$ cat src/rtl/isqrt_seq_pkg.sv
// Shared definitions for the sequential integer square-root unit:
// default widths and the FSM state encoding.
package isqrt_seq_pkg;

  localparam int IN_W_DEF  = 16;
  localparam int OUT_W_DEF = 8;
  localparam int TAG_W_DEF = 8;

  localparam logic [1:0] ST_IDLE_ENC = 2'd0;
  localparam logic [1:0] ST_CALC_ENC = 2'd1;
  localparam logic [1:0] ST_DONE_ENC = 2'd2;

  typedef enum logic [1:0] {
    ST_IDLE = ST_IDLE_ENC,
    ST_CALC = ST_CALC_ENC,
    ST_DONE = ST_DONE_ENC
  } state_t;

endpackage

$ cat src/rtl/isqrt_seq_if.sv
// Operand/result handshake bundle of isqrt_seq.
// The slave modport is the unit; the master modport is the producer/consumer side.
interface isqrt_seq_if import isqrt_seq_pkg::*; #(
  parameter int IN_W  = IN_W_DEF,
  parameter int OUT_W = OUT_W_DEF,
  parameter int TAG_W = TAG_W_DEF
) ();

  logic             in_valid;
  logic             in_ready;
  logic [IN_W-1:0]  in_data;
  logic [TAG_W-1:0] in_tag;
  logic             out_valid;
  logic             out_ready;
  logic [OUT_W-1:0] out_root;
  logic [OUT_W:0]   out_rem;
  logic [TAG_W-1:0] out_tag;
  logic             busy;

  modport slave (
    input  in_valid, in_data, in_tag, out_ready,
    output in_ready, out_valid, out_root, out_rem, out_tag, busy
  );

  modport master (
    output in_valid, in_data, in_tag, out_ready,
    input  in_ready, out_valid, out_root, out_rem, out_tag, busy
  );

endinterface

$ cat src/rtl/isqrt_seq_step.sv
// One restoring square-root iteration (isqrt_step): shifts two radicand bits
// into the partial remainder and decides the next root bit. Purely combinational.
module isqrt_step import isqrt_seq_pkg::*; #(
  parameter int OUT_W = OUT_W_DEF
) (
  input  logic [OUT_W+1:0] rem_in,
  input  logic [OUT_W-1:0] root_in,
  input  logic [1:0]       bits,
  output logic [OUT_W+1:0] rem_out,
  output logic [OUT_W-1:0] root_out
);

  logic [OUT_W+1:0] rem_sh_s;
  logic [OUT_W+1:0] trial_s;

  // The partial remainder never exceeds 2*root, so its top two bits are zero
  // before the shift and can be dropped without loss.
  assign rem_sh_s = {rem_in[OUT_W-1:0], bits};
  assign trial_s  = {root_in, 2'b01};

  // Trial subtraction selects the next root bit.
  always_comb begin
    rem_out  = rem_sh_s;
    root_out = {root_in[OUT_W-2:0], 1'b0};
    if (rem_sh_s >= trial_s) begin
      rem_out  = rem_sh_s - trial_s;
      root_out = {root_in[OUT_W-2:0], 1'b1};
    end else begin
      rem_out  = rem_sh_s;
      root_out = {root_in[OUT_W-2:0], 1'b0};
    end
  end

endmodule

$ cat src/rtl/isqrt_seq.sv
// Sequential integer square root: one root bit per cycle, tag carried alongside.
// Define ISQRT_ROUND_EN to round out_root to nearest (out_rem stays the floor remainder).
module isqrt_seq import isqrt_seq_pkg::*; #(
  parameter int IN_W  = IN_W_DEF,
  parameter int OUT_W = OUT_W_DEF,
  parameter int TAG_W = TAG_W_DEF
) (
  input  logic        clk,
  input  logic        rst,
  isqrt_seq_if.slave  bus
);

  localparam int CNT_W = (OUT_W > 1) ? $clog2(OUT_W) : 1;

  if (((IN_W % 2) != 0) || (IN_W < 4) || (OUT_W != IN_W / 2)) begin : g_param_check
    $error("isqrt_seq: IN_W must be even and >= 4, and OUT_W must equal IN_W/2");
  end

  state_t           state_r;
  logic [CNT_W-1:0] cnt_r;
  logic [IN_W-1:0]  opnd_r;
  logic [OUT_W+1:0] rem_r;
  logic [OUT_W-1:0] root_r;
  logic [TAG_W-1:0] tag_r;

  logic             out_valid_r;
  logic [OUT_W-1:0] out_root_r;
  logic [OUT_W:0]   out_rem_r;
  logic [TAG_W-1:0] out_tag_r;

  logic [OUT_W+1:0] step_rem_s;
  logic [OUT_W-1:0] step_root_s;
  logic [OUT_W-1:0] final_root_s;
  logic             accept_s;

  isqrt_step #(.OUT_W(OUT_W)) u_step (
    .rem_in   (rem_r),
    .root_in  (root_r),
    .bits     (opnd_r[IN_W-1:IN_W-2]),
    .rem_out  (step_rem_s),
    .root_out (step_root_s)
  );

`ifdef ISQRT_ROUND_EN
  function automatic logic [OUT_W-1:0] round_root(input logic [OUT_W-1:0] fl,
                                                  input logic [OUT_W:0]   rm);
    logic [OUT_W-1:0] r;
    if (rm > {1'b0, fl}) begin
      if (&fl) begin
        r = fl;
      end else begin
        r = fl + {{(OUT_W-1){1'b0}}, 1'b1};
      end
    end else begin
      r = fl;
    end
    return r;
  endfunction

  // Rounded root from the final iteration, loaded into the output register on entry to DONE.
  always_comb begin
    final_root_s = round_root(step_root_s, step_rem_s[OUT_W:0]);
  end
`else
  // Floor root straight from the final iteration.
  always_comb begin
    final_root_s = step_root_s;
  end
`endif

  // A result leaving DONE frees the unit for a new operand in the same cycle.
  assign bus.in_ready = ~rst & ((state_r == ST_IDLE) |
                                ((state_r == ST_DONE) & bus.out_ready));
  assign accept_s     = bus.in_valid & bus.in_ready;

  assign bus.out_valid = out_valid_r;
  assign bus.out_root  = out_root_r;
  assign bus.out_rem   = out_rem_r;
  assign bus.out_tag   = out_tag_r;
  assign bus.busy      = (state_r != ST_IDLE);

  // Control FSM, iteration datapath and output registers.
  always_ff @(posedge clk or posedge rst) begin
    if (rst) begin
      state_r     <= ST_IDLE;
      cnt_r       <= {CNT_W{1'b0}};
      opnd_r      <= {IN_W{1'b0}};
      rem_r       <= {(OUT_W+2){1'b0}};
      root_r      <= {OUT_W{1'b0}};
      tag_r       <= {TAG_W{1'b0}};
      out_valid_r <= 1'b0;
      out_root_r  <= {OUT_W{1'b0}};
      out_rem_r   <= {(OUT_W+1){1'b0}};
      out_tag_r   <= {TAG_W{1'b0}};
    end else begin
      case (state_r)
        ST_IDLE: begin
          if (accept_s) begin
            opnd_r  <= bus.in_data;
            tag_r   <= bus.in_tag;
            rem_r   <= {(OUT_W+2){1'b0}};
            root_r  <= {OUT_W{1'b0}};
            cnt_r   <= CNT_W'(OUT_W - 1);
            state_r <= ST_CALC;
          end else begin
            state_r <= ST_IDLE;
          end
        end
        ST_CALC: begin
          rem_r  <= step_rem_s;
          root_r <= step_root_s;
          opnd_r <= {opnd_r[IN_W-3:0], 2'b00};
          if (cnt_r == {CNT_W{1'b0}}) begin
            state_r     <= ST_DONE;
            out_valid_r <= 1'b1;
            out_root_r  <= final_root_s;
            out_rem_r   <= step_rem_s[OUT_W:0];
            out_tag_r   <= tag_r;
          end else begin
            cnt_r <= cnt_r - {{(CNT_W-1){1'b0}}, 1'b1};
          end
        end
        ST_DONE: begin
          if (bus.out_ready) begin
            out_valid_r <= 1'b0;
            if (accept_s) begin
              opnd_r  <= bus.in_data;
              tag_r   <= bus.in_tag;
              rem_r   <= {(OUT_W+2){1'b0}};
              root_r  <= {OUT_W{1'b0}};
              cnt_r   <= CNT_W'(OUT_W - 1);
              state_r <= ST_CALC;
            end else begin
              state_r <= ST_IDLE;
            end
          end else begin
            state_r <= ST_DONE;
          end
        end
        default: begin
          state_r     <= ST_IDLE;
          out_valid_r <= 1'b0;
        end
      endcase
    end
  end

endmodule

$ cat src/flat_wrapper.sv
// flat-port wrapper written by rule: the top's interface ports become plain ports
module isqrt_seq_flat import isqrt_seq_pkg::*;
#(
  parameter int IN_W  = IN_W_DEF,
  parameter int OUT_W = OUT_W_DEF,
  parameter int TAG_W = TAG_W_DEF
)
  (clk, rst, bus_in_valid, bus_in_data, bus_in_tag, bus_out_ready, bus_in_ready, bus_out_valid, bus_out_root, bus_out_rem, bus_out_tag, bus_busy);
  isqrt_seq_if #(.IN_W(IN_W), .OUT_W(OUT_W), .TAG_W(TAG_W)) bus_i ();
  input  logic clk;
  input  logic rst;
  input wire logic [$bits(bus_i.in_valid)-1:0] bus_in_valid;
  input wire logic [$bits(bus_i.in_data)-1:0] bus_in_data;
  input wire logic [$bits(bus_i.in_tag)-1:0] bus_in_tag;
  input wire logic [$bits(bus_i.out_ready)-1:0] bus_out_ready;
  output wire logic [$bits(bus_i.in_ready)-1:0] bus_in_ready;
  output wire logic [$bits(bus_i.out_valid)-1:0] bus_out_valid;
  output wire logic [$bits(bus_i.out_root)-1:0] bus_out_root;
  output wire logic [$bits(bus_i.out_rem)-1:0] bus_out_rem;
  output wire logic [$bits(bus_i.out_tag)-1:0] bus_out_tag;
  output wire logic [$bits(bus_i.busy)-1:0] bus_busy;
  assign bus_i.in_valid = bus_in_valid;
  assign bus_i.in_data = bus_in_data;
  assign bus_i.in_tag = bus_in_tag;
  assign bus_i.out_ready = bus_out_ready;
  assign bus_in_ready = bus_i.in_ready;
  assign bus_out_valid = bus_i.out_valid;
  assign bus_out_root = bus_i.out_root;
  assign bus_out_rem = bus_i.out_rem;
  assign bus_out_tag = bus_i.out_tag;
  assign bus_busy = bus_i.busy;
  isqrt_seq #(.IN_W(IN_W), .OUT_W(OUT_W), .TAG_W(TAG_W)) u_core (.clk(clk), .rst(rst), .bus(bus_i));
endmodule
$ cat config.mk
export PLATFORM = sky130hd
export DESIGN_NAME = isqrt_seq_flat
export DESIGN_NICKNAME = d
export VERILOG_FILES = /design/src/rtl/isqrt_seq_pkg.sv /design/src/rtl/isqrt_seq_if.sv /design/src/rtl/isqrt_seq_step.sv /design/src/rtl/isqrt_seq.sv /design/src/flat_wrapper.sv
export SDC_FILE = /design/constraint.sdc
export NUM_CORES = 1
export LEC_CHECK = 0
export BUFFER_PORTS_ARGS = -buffer_cell sky130_fd_sc_hd__buf_4
export CORE_ASPECT_RATIO = 1.2
export CORE_MARGIN = 8
export CORE_UTILIZATION = 35
export DETAILED_ROUTE_END_ITERATION = 16
export PLACE_DENSITY = 0.62
export SYNTH_ARGS = -nofsm -noshare
export SYNTH_HDL_FRONTEND = slang
export SYNTH_SLANG_ARGS = --single-unit
export TNS_END_PERCENT = 100
$ cat constraint.sdc
create_clock -name clk -period 5.7 [get_ports clk]
set_input_delay 0.285 -clock clk [delete_from_list [all_inputs] [get_ports clk]]
set_output_delay 0.285 -clock clk [all_outputs]
set_load 0.03 [all_outputs]
Word-level counts from Yosys, hierarchy flattened --
Cells that the tools add are included. W data, S select, Z words.
Storage, ports and cells: register bits 73, output and inout bits 28
Cells by class: $add $sub $neg 2, $lt $le $gt $ge 1, eq/ne operators 5, multiplexer cells 25, bitwise gates (word level) 6, reduce and logical (&&, ||, !) cells 10
Operator list (number):
- $pmux W16 S3 | 1
- $mux W16 | 2
- $mux W8 | 4
- $mux W10 | 3
- $pmux W10 S3 | 1
- $pmux W8 S3 | 1
- $pmux W8 S2 | 1
- $ge A10 B10 Y1 | 1
- $sub A10 B10 Y10 | 1
- $mux W3 | 3
- $pmux W3 S3 | 1
- $pmux W2 S3 | 1
- $reduce_and A2 Y1 | 3
- $reduce_and A3 Y1 | 2
- $mux W1 | 4
- $mux W2 | 2
- $ne A2 B2 Y1 const B | 2
- $reduce_bool A2 Y1 | 2
- $and A1 B1 Y1 | 3
- $logic_not A3 Y1 | 1
- $pmux W1 S3 | 1
- $reduce_bool A3 Y1 | 1
- $sub A3 B1 Y3 const B | 1
- $eq A2 B1 Y1 const B | 1
- 5 further kinds | 6

Depth between registers and ports, before layout --
Gate-level depths: netlist of the first run.
depth after elaboration 8, mapped depth 8, depth with buffers taken out 7

By module --
A second synthesis of the first run with hierarchy kept.
Second synthesis, totals: cells, all modules 287, area, all modules 3681.0 um^2
By module, submodules not included:
- isqrt_seq | instances 1, cells an instance 204, area each 3020.4 um^2
- isqrt_step | instances 1, cells an instance 83, area each 660.6 um^2

Least setup slack after synthesis of the first run --
No wires, ideal clock.
path kind input -> register, start in rst, end reg u_core.rem_r[2], setup time 0.137 ns, arrival time 2.493 ns, data required time 5.563 ns, slack 3.070 ns, stages 6, path through inv_1 -> a21o_1 -> nand2_1 -> clkbuf_1 -> nand2_1 -> o31ai_2
Between the ends: longest elaborated chain between the ends 6
Ends and longest elaborated chain:
- from (decl) | RTL line flat_wrapper.sv:11 | input logic rst;
- $not A1 Y1 (*) | RTL line isqrt_seq.sv:72 | assign bus.in_ready = ~rst & ((state_r == ST_IDLE) |
- $and A1 B1 Y1 (*) | RTL line isqrt_seq.sv:72
- $and A1 B1 Y1 (*) | RTL line isqrt_seq.sv:74 | assign accept_s = bus.in_valid & bus.in_ready;
- $mux W10 (*)
- $mux W10
- $pmux W10 S3 (*)
- to (signal assigned) | RTL line isqrt_seq.sv:88 | rem_r <= {(OUT_W+2){1'b0}};
- to (signal assigned) | RTL line isqrt_seq.sv:101 | rem_r <= {(OUT_W+2){1'b0}};
- to (signal assigned) | RTL line isqrt_seq.sv:110 | rem_r <= step_rem_s;
- to (decl) | RTL line isqrt_seq.sv:22 | logic [OUT_W+1:0] rem_r;
Mark *: on every way between the ends. The rest lies on a longest branch, timed or not. The select of a mux whose other input is x is not followed. A chain may end at the register's enable or synchronous reset.

Final worst setup path of the first run --
start reg u_core.state_r[0], end reg u_core.out_rem_r[8] (netlist: u_core.bus.out_rem[8])
Between the ends: longest elaborated chain between the ends 2
Ends and longest elaborated chain:
- from (decl) | RTL line isqrt_seq.sv:19 | state_t state_r;
- from (signal assigned) | RTL line isqrt_seq.sv:85 | state_r <= ST_IDLE;
- from (signal assigned) | RTL line isqrt_seq.sv:104 | state_r <= ST_CALC;
- from (signal assigned) | RTL line isqrt_seq.sv:106 | state_r <= ST_IDLE;
- $eq A2 B1 Y1 | RTL line isqrt_seq.sv:96 | case (state_r)
- $reduce_and A2 Y1 (no source line)
- to (signal assigned) | RTL line isqrt_seq.sv:93 | out_rem_r <= {(OUT_W+1){1'b0}};
- to (signal assigned) | RTL line isqrt_seq.sv:117 | out_rem_r <= step_rem_s[OUT_W:0];
- to (decl) | RTL line isqrt_seq.sv:28 | logic [OUT_W:0] out_rem_r;
No other way between the ends.

==> results of run 1 <==
registers in the layout (all words and copies together), names as in the netlist:
name,cells
u_core.bus.out_root,8
u_core.opnd_r,16
u_core.rem_r,8
u_core.tag_r,8
u_core.bus.out_tag,8
u_core.bus.out_rem,9
u_core.bus.out_valid,1
u_core.root_r,8
u_core.state_r,2
u_core.cnt_r,3
final cells by class:
cell class | count | area (um2) | area share [%]
Tap cell | 126 | 158 | 3.61
Inverter | 16 | 60.1 | 1.37
Timing Repair Buffer | 60 | 450 | 10.3
Clock buffer | 10 | 239 | 5.46
Clock inverter | 5 | 35.0 | 0.801
Sequential cell | 71 | 1780 | 40.6
Multi-Input combinational cell | 291 | 1650 | 37.8
layout by cell type (no fill, tap or decap), drive strengths merged, types with 10 or more instances in the layout:
cell type  instances
o21ai             26
dfrtp             71
a21oi             17
ha                12
clkbuf            10
nor2              20
nand2            121
a31oi             13
inv               16
buf               60
power groups by stage:
stage | registers (W) | logic [W] | clock network, W
after global placement | 0.000890 | 0.00160 | 0
final | 0.000891 | 0.00163 | 0.000514
after CTS | 0.000893 | 0.00164 | 0.000525
after global routing | 0.000922 | 0.00181 | 0.000547
after floorplan | 0.00100 | 0.00112 | 0
after detailed placement | 0.000900 | 0.00163 | 0
final timing paths:
kind	from	slack [ns]	cells past startpoint	end
max	u_core.state_r[0]	2.81	4	u_core.bus.out_rem[8]
min	bus_in_tag[3]	0.14	3	u_core.tag_r[3]
max reg2reg	u_core.state_r[0]	2.81	4	u_core.bus.out_rem[8]
min reg2reg	u_core.tag_r[4]	0.47	2	u_core.bus.out_tag[4]
max in group asynchronous	rst	4.87	3	u_core.root_r[4]
min in group asynchronous	rst	0.25	3	u_core.state_r[0]
logic make-up after synthesis:
logic type / share of synthesized area (%)
AOI/OAI and AO/OA: 18.1
xor gates and xnor gates: 1.22
adders and majority gates: 4.17
buffers and inverters: 4.69
DFF: 49.4
muxes: 0.834
and+or+nand+nor: 21.6
worst min-delay path, stage by stage:
cell and delay (ns):
buf_4 0.08, nand2_1 0.04, nand2_1 0.04
routing by layer:
layer	global-route usage, %	vias to the layer above	share of wire, %
met5	0	-	0
met4	3.47	0	0.90
met3	4.78	6	6.7
met2	21.4	84	48
met1	16.6	1413	45
li1	-	1465	-
through the flow:
| step | worst slack [ns] | instances | hold slack [ns] | power, W |
|---|---|---|---|---|
| 2_1_floorplan | 3.07 | 401 | 0.390 | 0.00212 |
| 5_1_grt | 2.58 | 579 | 0.139 | 0.00328 |
| 3_3_place_gp | 2.97 | 564 | 0.451 | 0.00249 |
| 6_report | 2.81 | 579 | 0.140 | 0.00303 |
| 4_1_cts | 2.82 | 579 | 0.135 | 0.00305 |
| 3_5_place_dp | 2.84 | 564 | 0.456 | 0.00253 |
==> flow_metrics.env, run 1 <==
export IMPL_outcome="completed"
export IMPL_synth_warning_count=0
export IMPL_period_minus_slack_ns=2.89
export IMPL_drive_gt1_share_pct=20.5
export IMPL_final_setup_skew_ns=0.00706
export IMPL_post_cts_buffers=0
export IMPL_clockBufferDepth=2
export IMPL_clk_pin_slew_worst_paths_ns=0.06
export IMPL_cts_root_buf="clkbuf_16"
export IMPL_p_seq_share_pct=29.4
export IMPL_h_tree_depth=3
export IMPL_path_buf_inv=1
export IMPL_vias=2968
export IMPL_async_flop_share_pct=100
export IMPL_p_int_w=0.00164
export IMPL_fin_crit_sh_pct=50.6
export IMPL_drt_initial_drc_count=155
export IMPL_cts_resized=0
export IMPL_rsz0062_at_grt="false"
export IMPL_cp_top_family="simple AND/OR/NAND/NOR gates"
export IMPL_grt_pass1_wl_um=15000
export IMPL_combinationalPowerShare_pct=53.7
export IMPL_clock_fmax_mhz=347
export IMPL_ys_top_cells_by_count="nand2_1, dfrtp_1, o21ai_0"
export IMPL_synth_most_common_cell="nand2_1"
export IMPL_synth_top_area_cell="dfrtp_1"
export IMPL_routed_wl_um=8600
export IMPL_synth_ff_type="dfrtp_1"
export IMPL_cp_max_fo=20
export IMPL_ir_worst_vdd_v=0.000241
export IMPL_synth_area_um2=3600
export IMPL_grt_ovfl_total=0
export IMPL_tns_ns=0
export IMPL_insertion_delay_ns=0.33
export IMPL_cts_tree="built"
export IMPL_antenna_cells=0
export IMPL_drc=0
export IMPL_synthCells=401
export IMPL_avgSynthCellArea_um2=8.98
export IMPL_routedWlPerCell_um=14.8
export IMPL_die_area_um2=13800
export IMPL_die_w_um=109
export IMPL_nets=489
export IMPL_cpPeakStageDelay_ns=0.86
export IMPL_p_sw_w=0.00140
export IMPL_cp_cell_sequence="nor2b_1 > nand2_1 > buf_4 > a221o_1"
export IMPL_synth_nets=441
export IMPL_placed_area_um2=4100
export IMPL_place_congestion=0.791
export IMPL_worst_slew_pin_slew_ns=1.04
export IMPL_ios=56
export IMPL_grt_max_degree=73
export IMPL_io_buffers=55
export IMPL_p_sw_share_pct=46.0
export IMPL_crit_type="flop to flop"
export IMPL_synth_edf_count=0
export IMPL_pwr_density_cell_nw_per_um2=694
export IMPL_clkPwrFrac_pct=17.0
export IMPL_first_pass_iters=4
export IMPL_core_um2=10000
export IMPL_synthTopCellsByArea="dfrtp_1, nand2_1, ha_1"
export IMPL_final_util_pct=43.7
export IMPL_finalHoldViolCount=0
export IMPL_drtAntennaViolNets=0
export IMPL_grt_antenna_before_repair=0
export IMPL_critPathSlowestCell="nor2b_1"
export IMPL_slew_viol_final=0
export IMPL_dp_hpwl_um=5920
export IMPL_numCtsBuffers=9
export IMPL_hold_buffers=0
export IMPL_track_usage_pct=13.4
export IMPL_worstPathArrival_ns=3.10
export IMPL_syn2layout_area_growth_pct=21.5
export IMPL_rows=40
export IMPL_required_ns=5.91
export IMPL_grt_pass1_vias=3111
export IMPL_yosysSeqAreaShare_pct=49.4
export IMPL_worst_slew_margin_rel_pct=30.6
export IMPL_ys_ff_latch=71
export IMPL_cap_violations=0
export IMPL_dieHeight_um=127
export IMPL_end_kind="flop"
export IMPL_nFillCells=998
export IMPL_cts_num_sinks=71
export IMPL_hold_path_class="input port to flop"
export IMPL_viasPerCell=5.13
export IMPL_initial_utilization_pct=36.0
export IMPL_p_leak_nw=2.09
export IMPL_synth_distinct_cells=47
export IMPL_startpoint_type="flop"
export IMPL_fin_area_um2=4370
export IMPL_synth_top_area_share_pct=49.4
export IMPL_setup_viol_count_final=0
Note: power is estimated with default switching activity, not from simulation.
==> run 2: changes to the inputs <==
==> constraint.sdc (replaced) <==
create_clock -name clk -period 2.87 [get_ports clk]
set_input_delay 0.1435 -clock clk [delete_from_list [all_inputs] [get_ports clk]]
set_output_delay 0.1435 -clock clk [all_outputs]
set_load 0.03 [all_outputs]
==> run 2 against run 1 <==
  * Core utilization is 1.4 points higher
  * Clock power is 120% higher
  * Critical path depth is 3 higher
  * Non-clock buffer count is 12 higher
  * Worst hold slack worse by 0.14 ns
  * Sequential share of layout area is 1.2 points lower
  * Count of clock-buffer cells in the layout is 1 lower
  * Largest cell class unchanged
==> flow_metrics.env, run 2 (synthesized netlist as in run 1, its figures left out) <==
export IMPL_cap_violations=0
export IMPL_h_tree_depth=3
export IMPL_top_register="u_core.opnd_r"
export IMPL_drt_initial_drc_count=122
export IMPL_grt_ovfl_total=0
export IMPL_cts_tree="built"
export IMPL_largest_register_ffs=16
export IMPL_worstPathArrival_ns=2.48
export IMPL_initial_utilization_pct=36.0
export IMPL_dp_hpwl_um=6070
export IMPL_clk_pin_slew_worst_paths_ns=0.06
export IMPL_critPathSlowestCell="o21ai_4"
export IMPL_grt_pass1_wl_um=15000
export IMPL_finalHoldViolCount=0
export IMPL_r2r_setup_slack_ns=0.61
export IMPL_cp_top_family="compound AO/OA/AOI/OAI gates"
export IMPL_multi_input_area_um2=1650
export IMPL_path_buf_inv=1
export IMPL_tns_ns=0
export IMPL_cts_root_buf="clkbuf_16"
export IMPL_cts_resized=0
export IMPL_routed_wl_um=8790
export IMPL_syn2layout_area_growth_pct=25.3
export IMPL_dieHeight_um=127
export IMPL_rows=40
export IMPL_numCtsBuffers=9
export IMPL_crit_type="flop to flop"
export IMPL_grt_pass1_vias=3197
export IMPL_grt_antenna_before_repair=0
export IMPL_antenna_cells=0
export IMPL_first_pass_iters=4
export IMPL_worst_slew_pin_slew_ns=0.895
export IMPL_setup_viol_count_final=0
export IMPL_track_usage_pct=13.5
export IMPL_rsz0062_at_grt="false"
export IMPL_worst_slew_margin_rel_pct=40.3
export IMPL_cp_max_fo=18
export IMPL_drc=0
export IMPL_core_um2=10000
export IMPL_p_leak_nw=2.16
export IMPL_insertion_delay_ns=0.34
export IMPL_die_area_um2=13800
export IMPL_io_buffers=55
export IMPL_ios=56
export IMPL_hold_path_class="input port to flop"
export IMPL_drive_gt1_share_pct=21.5
export IMPL_nFillCells=1008
export IMPL_pwr_density_cell_nw_per_um2=1380
export IMPL_final_setup_skew_ns=0.00756
export IMPL_cp_cell_sequence="inv_1 > ha_1 > a21o_1 > a31o_4 > o21ai_4 > a21oi_2 > a221o_1"
export IMPL_final_common_cell="nand2_1"
export IMPL_cpPeakStageDelay_ns=0.41
export IMPL_clockBufferDepth=2
export IMPL_fin_hold_ws_ns=0.00403
export IMPL_cts_num_sinks=71
export IMPL_die_w_um=109
export IMPL_end_kind="flop"
export IMPL_vias=3034
export IMPL_grt_max_degree=72
export IMPL_ir_worst_vdd_v=0.000507
export IMPL_nets=501
export IMPL_place_congestion=0.907
export IMPL_period_minus_slack_ns=2.26
export IMPL_outcome="completed"
export IMPL_drtAntennaViolNets=0
export IMPL_ff_latch_area_um2=1780
export IMPL_fin_crit_sh_pct=78.9
export IMPL_clock_fmax_mhz=442
export IMPL_slew_viol_final=0
export IMPL_final_cell_mix="nand2_1, dfrtp_1, buf_4, o21ai_0, nor2_1"
export IMPL_routedWlPerCell_um=14.8
export IMPL_required_ns=3.09
export IMPL_viasPerCell=5.13
export IMPL_startpoint_type="flop"
==> run 2: changes by cell type in the layout (fill, tap and decap cells not counted) <==
| cell | previous run | this run |
|---|---|---|
| bufinv_16 | 0 | 1 |
| clkinvlp_4 | 1 | 2 |
| buf_4 | 60 | 66 |
| clkinv_2 | 2 | 0 |
| inv_6 | 0 | 2 |
| clkbuf_8 | 1 | 0 |
| dlygate4sd3_1 | 0 | 6 |
==> run 2: through the flow <==
stage / instances / area (um2) / power [W] / util, % / setup slack (ns)
global placement: 570 / 4140 / 0.00497 / 41.4 / 0.669
detailed placement: 570 / 4140 / 0.00507 / 41.4 / 0.630
finish: 592 / 4510 / 0.00621 / 45.1 / 0.606
CTS: 592 / 4510 / 0.00625 / 45.1 / 0.593
global route: 592 / 4510 / 0.00668 / 45.1 / 0.496
floorplan: 401 / 3600 / 0.00421 / - / 0.382
==> run 2: cell type report <==
cell class | count | area share (%)
sequential | 71 | 39.4
timing repair buffer | 72 | 12.3
clock buffer | 9 | 4.99
tap | 126 | 3.50
multi-input combinational | 291 | 36.7
clock inverter | 7 | 1.78
inverter | 16 | 1.33
==> run 2: path summary, 6_finish.rpt <==
path,start,end,depth (start not counted)
max,u_core.root_r[3],u_core.bus.out_rem[8],7
min in group asynchronous,rst,u_core.opnd_r[12],3
max reg2reg,u_core.root_r[3],u_core.bus.out_rem[8],7
min,bus_in_tag[4],u_core.tag_r[4],3
min reg2reg,u_core.tag_r[5],u_core.bus.out_tag[5],2
max in group asynchronous,rst,u_core.root_r[1],3
==> run 2: per-layer routing <==
metal	global-route usage, %	routed length [um]	share of wire, %	vias to the layer above
met3	3.37	389	4.4	23
met2	21.5	4090	47	74
li1	-	-	-	1492
met1	16.1	4050	46	1445
met5	0	0	0	-
met4	7.99	260	3.0	0
==> run 2: worst min-delay path, delay by kind of cell <==
family / cells / cell delay (ns)
AND/OR/NAND/NOR: 2 / 0.09
buffers and inverters: 1 / 0.07
==> run 2: power by group <==
group / leakage (nW) / internal (W) / total, W / switching, W
clock network: 0.143 / 0.000681 / 0.00114 / 0.000455
registers: 0.886 / 0.00146 / 0.00176 / 0.000304
logic: 1.13 / 0.00123 / 0.00331 / 0.00209
==> run 2: what timing repair did <==
action	in CTS	in global routing
buffers inserted	0	0
hold endpoints to repair	6	0
hold buffers	6	0
==> run 3: changes to the inputs <==
--- a/config.mk
+++ b/config.mk
@@ -5,6 +5,7 @@
 export SDC_FILE = /design/constraint.sdc
 export NUM_CORES = 1
 export LEC_CHECK = 0
+export ABC_AREA = 1
 export BUFFER_PORTS_ARGS = -buffer_cell sky130_fd_sc_hd__buf_4
 export CORE_ASPECT_RATIO = 1.2
 export CORE_MARGIN = 8
==> constraint.sdc (replaced) <==
create_clock -name clk -period 2.33 [get_ports clk]
set_input_delay 0.1165 -clock clk [delete_from_list [all_inputs] [get_ports clk]]
set_output_delay 0.1165 -clock clk [all_outputs]
set_load 0.03 [all_outputs]
==> run 3 against run 2 <==
  * Setup slack lost 0.12 ns
  * Largest power group unchanged
  * Register-to-register slack lost 0.12 ns
  * Global-route usage shrank 0.067 points
  * Critical path depth grew 3
  * Sequential share of layout area grew 1.8 points
  * Critical path type unchanged
==> flow_metrics.env, run 3 <==
export IMPL_setup_viol_count_final=0
export IMPL_period_minus_slack_ns=1.84
export IMPL_final_setup_skew_ns=0.00412
export IMPL_worstPathArrival_ns=2.03
export IMPL_hold_path_class="input port to flop"
export IMPL_synthTopCellsByArea="dfrtp_1, nand2_1, ha_1"
export IMPL_insertion_delay_ns=0.33
export IMPL_final_cell_mix="nand2_1, dfrtp_1, buf_4, inv_1, nor2_1"
export IMPL_synth_top_area_cell="dfrtp_1"
export IMPL_antenna_cells=0
export IMPL_synth_ff_type="dfrtp_1"
export IMPL_met2_length_um=4170
export IMPL_crit_top_cell="inv_1"
export IMPL_viasPerCell=4.70
export IMPL_drive_gt1_share_pct=22.4
export IMPL_dp_hpwl_um=6190
export IMPL_synth_simple_gate_area_share_pct=27.0
export IMPL_clk_pin_slew_worst_paths_ns=0.06
export IMPL_synth_compound_area_share_pct=6.58
export IMPL_power_w=0.00760
export IMPL_synthCells=397
export IMPL_rsz0062_at_grt="false"
export IMPL_finalHoldViolCount=0
export IMPL_synth_area_um2=3480
export IMPL_hold_start="bus_in_tag[1]"
export IMPL_drtAntennaViolNets=0
export IMPL_startpoint="u_core.root_r[3]"
export IMPL_vias=2752
export IMPL_fin_crit_sh_pct=79.0
export IMPL_top_layer="met4"
export IMPL_crit_type="flop to flop"
export IMPL_drt_initial_drc_count=178
export IMPL_rows=40
export IMPL_synth_distinct_cells=34
export IMPL_largest_register_ffs=16
export IMPL_synth_adder_area_share_pct=4.31
export IMPL_drt_met1_wl_um=3920
export IMPL_nets=495
export IMPL_syn2layout_area_growth_pct=24.1
export IMPL_r2r_setup_slack_ns=0.49
export IMPL_synth_top_family_by_area="simple AND/OR/NAND/NOR gates"
export IMPL_ys_ff_latch=71
export IMPL_synth_xor_area_share_pct=0.755
export IMPL_io_buffers=55
export IMPL_cp_max_fo=10
export IMPL_tns_ns=0
export IMPL_place_congestion=0.856
export IMPL_clock_fmax_mhz=543
export IMPL_die_w_um=107
export IMPL_pwr_density_cell_nw_per_um2=1760
export IMPL_critPathSlowestCell="dfrtp_1"
export IMPL_grt_pass1_wl_um=14400
export IMPL_routedWlPerCell_um=14.5
export IMPL_worst_slew_margin_rel_pct=60.2
export IMPL_required_ns=2.52
export IMPL_cap_violations=0
export IMPL_clockBufferDepth=2
export IMPL_initial_utilization_pct=35.3
export IMPL_dieHeight_um=125
export IMPL_track_usage_pct=13.5
export IMPL_synth_nets=437
export IMPL_p_leak_nw=2.27
export IMPL_slew_viol_final=0
export IMPL_startpoint_type="flop"
export IMPL_synth_mux_area_fraction_pct=3.13
export IMPL_cts_root_buf="clkbuf_16"
export IMPL_grt_max_degree=35
export IMPL_outcome="completed"
export IMPL_routed_wl_um=8470
export IMPL_grt_ovfl_total=0
export IMPL_ir_worst_vdd_v=0.000798
export IMPL_core_um2=9860
export IMPL_cp_cell_sequence="inv_1 > ha_1 > nand2_2 > inv_1 > nand2_1 > nand3_2 > nand2_4 > nand2_8 > inv_1 > o22ai_1"
export IMPL_drc=0
export IMPL_cts_num_sinks=71
export IMPL_avgSynthCellArea_um2=8.76
export IMPL_cts_tree="built"
export IMPL_worst_slew_pin_slew_ns=0.596
export IMPL_yosysSeqAreaShare_pct=51.1
export IMPL_async_flop_share_pct=100
export IMPL_r2r_start="u_core.root_r[3]"
export IMPL_grt_pass1_vias=2885
export IMPL_grt_antenna_before_repair=0
export IMPL_wl_met3_um=259
export IMPL_cpPeakStageDelay_ns=0.36
export IMPL_synth_top_area_share_pct=51.1
export IMPL_first_pass_iters=4
export IMPL_synth_edf_count=0
export IMPL_synth_warning_count=0
export IMPL_numCtsBuffers=9
export IMPL_ys_top_cells_by_count="nand2_1, dfrtp_1, inv_1"
export IMPL_synth_most_common_cell="nand2_1"
export IMPL_end_kind="flop"
export IMPL_top_register="u_core.opnd_r"
export IMPL_ios=56
export IMPL_h_tree_depth=3
export IMPL_final_common_cell="nand2_1"
export IMPL_die_area_um2=13400
## run 3: cell types whose count changed after synthesis, moves of 5 or more
cell / change
a21oi_1: -9
a31oi_1: -12
clkbuf_1: -11
inv_1: +23
mux2_4: +5
nand2_2: +6
nand3_1: +19
nand4_1: -7
nor2_1: +12
o211ai_1: -6
o21ai_0: -20
o21ai_1: +7
o22ai_1: +22
## run 3: power by group
part | internal [W] | switching (W) | leakage (nW)
Combinational | 0.00145 | 0.00258 | 1.24
Sequential | 0.00183 | 0.000354 | 0.874
Clock | 0.000912 | 0.000491 | 0.156
Total | 0.00418 | 0.00342 | 2.27
## run 3: timing repair
| action | 4_1_cts | 5_1_grt |
|---|---|---|
| hold buffers | 1 | 0 |
| resized for setup | 0 | 0 |
| buffers inserted | 0 | 0 |
| endpoints found under the hold margin | 23 | 0 |
## run 3: final timing paths
| check | cells past startpoint | end |
|---|---|---|
| worst min-delay path | 2 | u_core.tag_r[1] |
| max in group asynchronous | 4 | u_core.root_r[6] |
| worst max-delay path | 10 | u_core.root_r[0] |
| worst min register to register | 2 | u_core.bus.out_tag[3] |
| worst max register to register | 10 | u_core.root_r[0] |
| min in group asynchronous | 3 | u_core.tag_r[7] |
## run 3: routing by layer
metal | GRT usage, % | vias to the layer above
met4 | 4.81 | 0
li1 | - | 1391
met2 | 21.7 | 52
met1 | 16.9 | 1300
met3 | 3.34 | 9
met5 | 0 | -
## run 3: critical path: cells and delay by family (launching register included)
kind	cells	cell delay, ns
AO/OA/AOI/OAI	1	0.09
buffers and inverters	3	0.31
AND/OR/NAND/NOR	5	0.61
adder cells (fa/ha/maj)	1	0.33
flip-flops	1	0.36
## run 3: cells by family after synthesis
logic type      Yosys count
simple gates            207
flops                    71
buf+inv                  56
compound gates           40
fa+ha+maj                12
mux                       8
xor+xnor                  3
## run 3: area by class of cell
| cell class | instances | area [um2] |
|---|---|---|
| repair buffers | 60 | 453 |
| clock inverters | 3 | 40.0 |
| fillers | 993 | 5540 |
| well taps | 126 | 158 |
| flip-flops and latches | 71 | 1780 |
| multi-input cells | 270 | 1460 |
| clock buffers | 13 | 270 |
| inverters | 43 | 164 |
## run 3: stage by stage
stage / utilization, % / instances / worst slack [ns] / instance area [um2] / hold slack (ns)
5_1_grt: 43.8 / 586 / 0.309 / 4320 / 0.000921
3_3_place_gp: 40.5 / 569 / 0.501 / 4000 / 0.206
3_5_place_dp: 40.5 / 569 / 0.504 / 4000 / 0.214
6_report: 43.8 / 586 / 0.489 / 4320 / 0.0166
2_1_floorplan: - / 397 / 0.417 / 3480 / 0.254
4_1_cts: 43.8 / 586 / 0.491 / 4320 / 0.00848
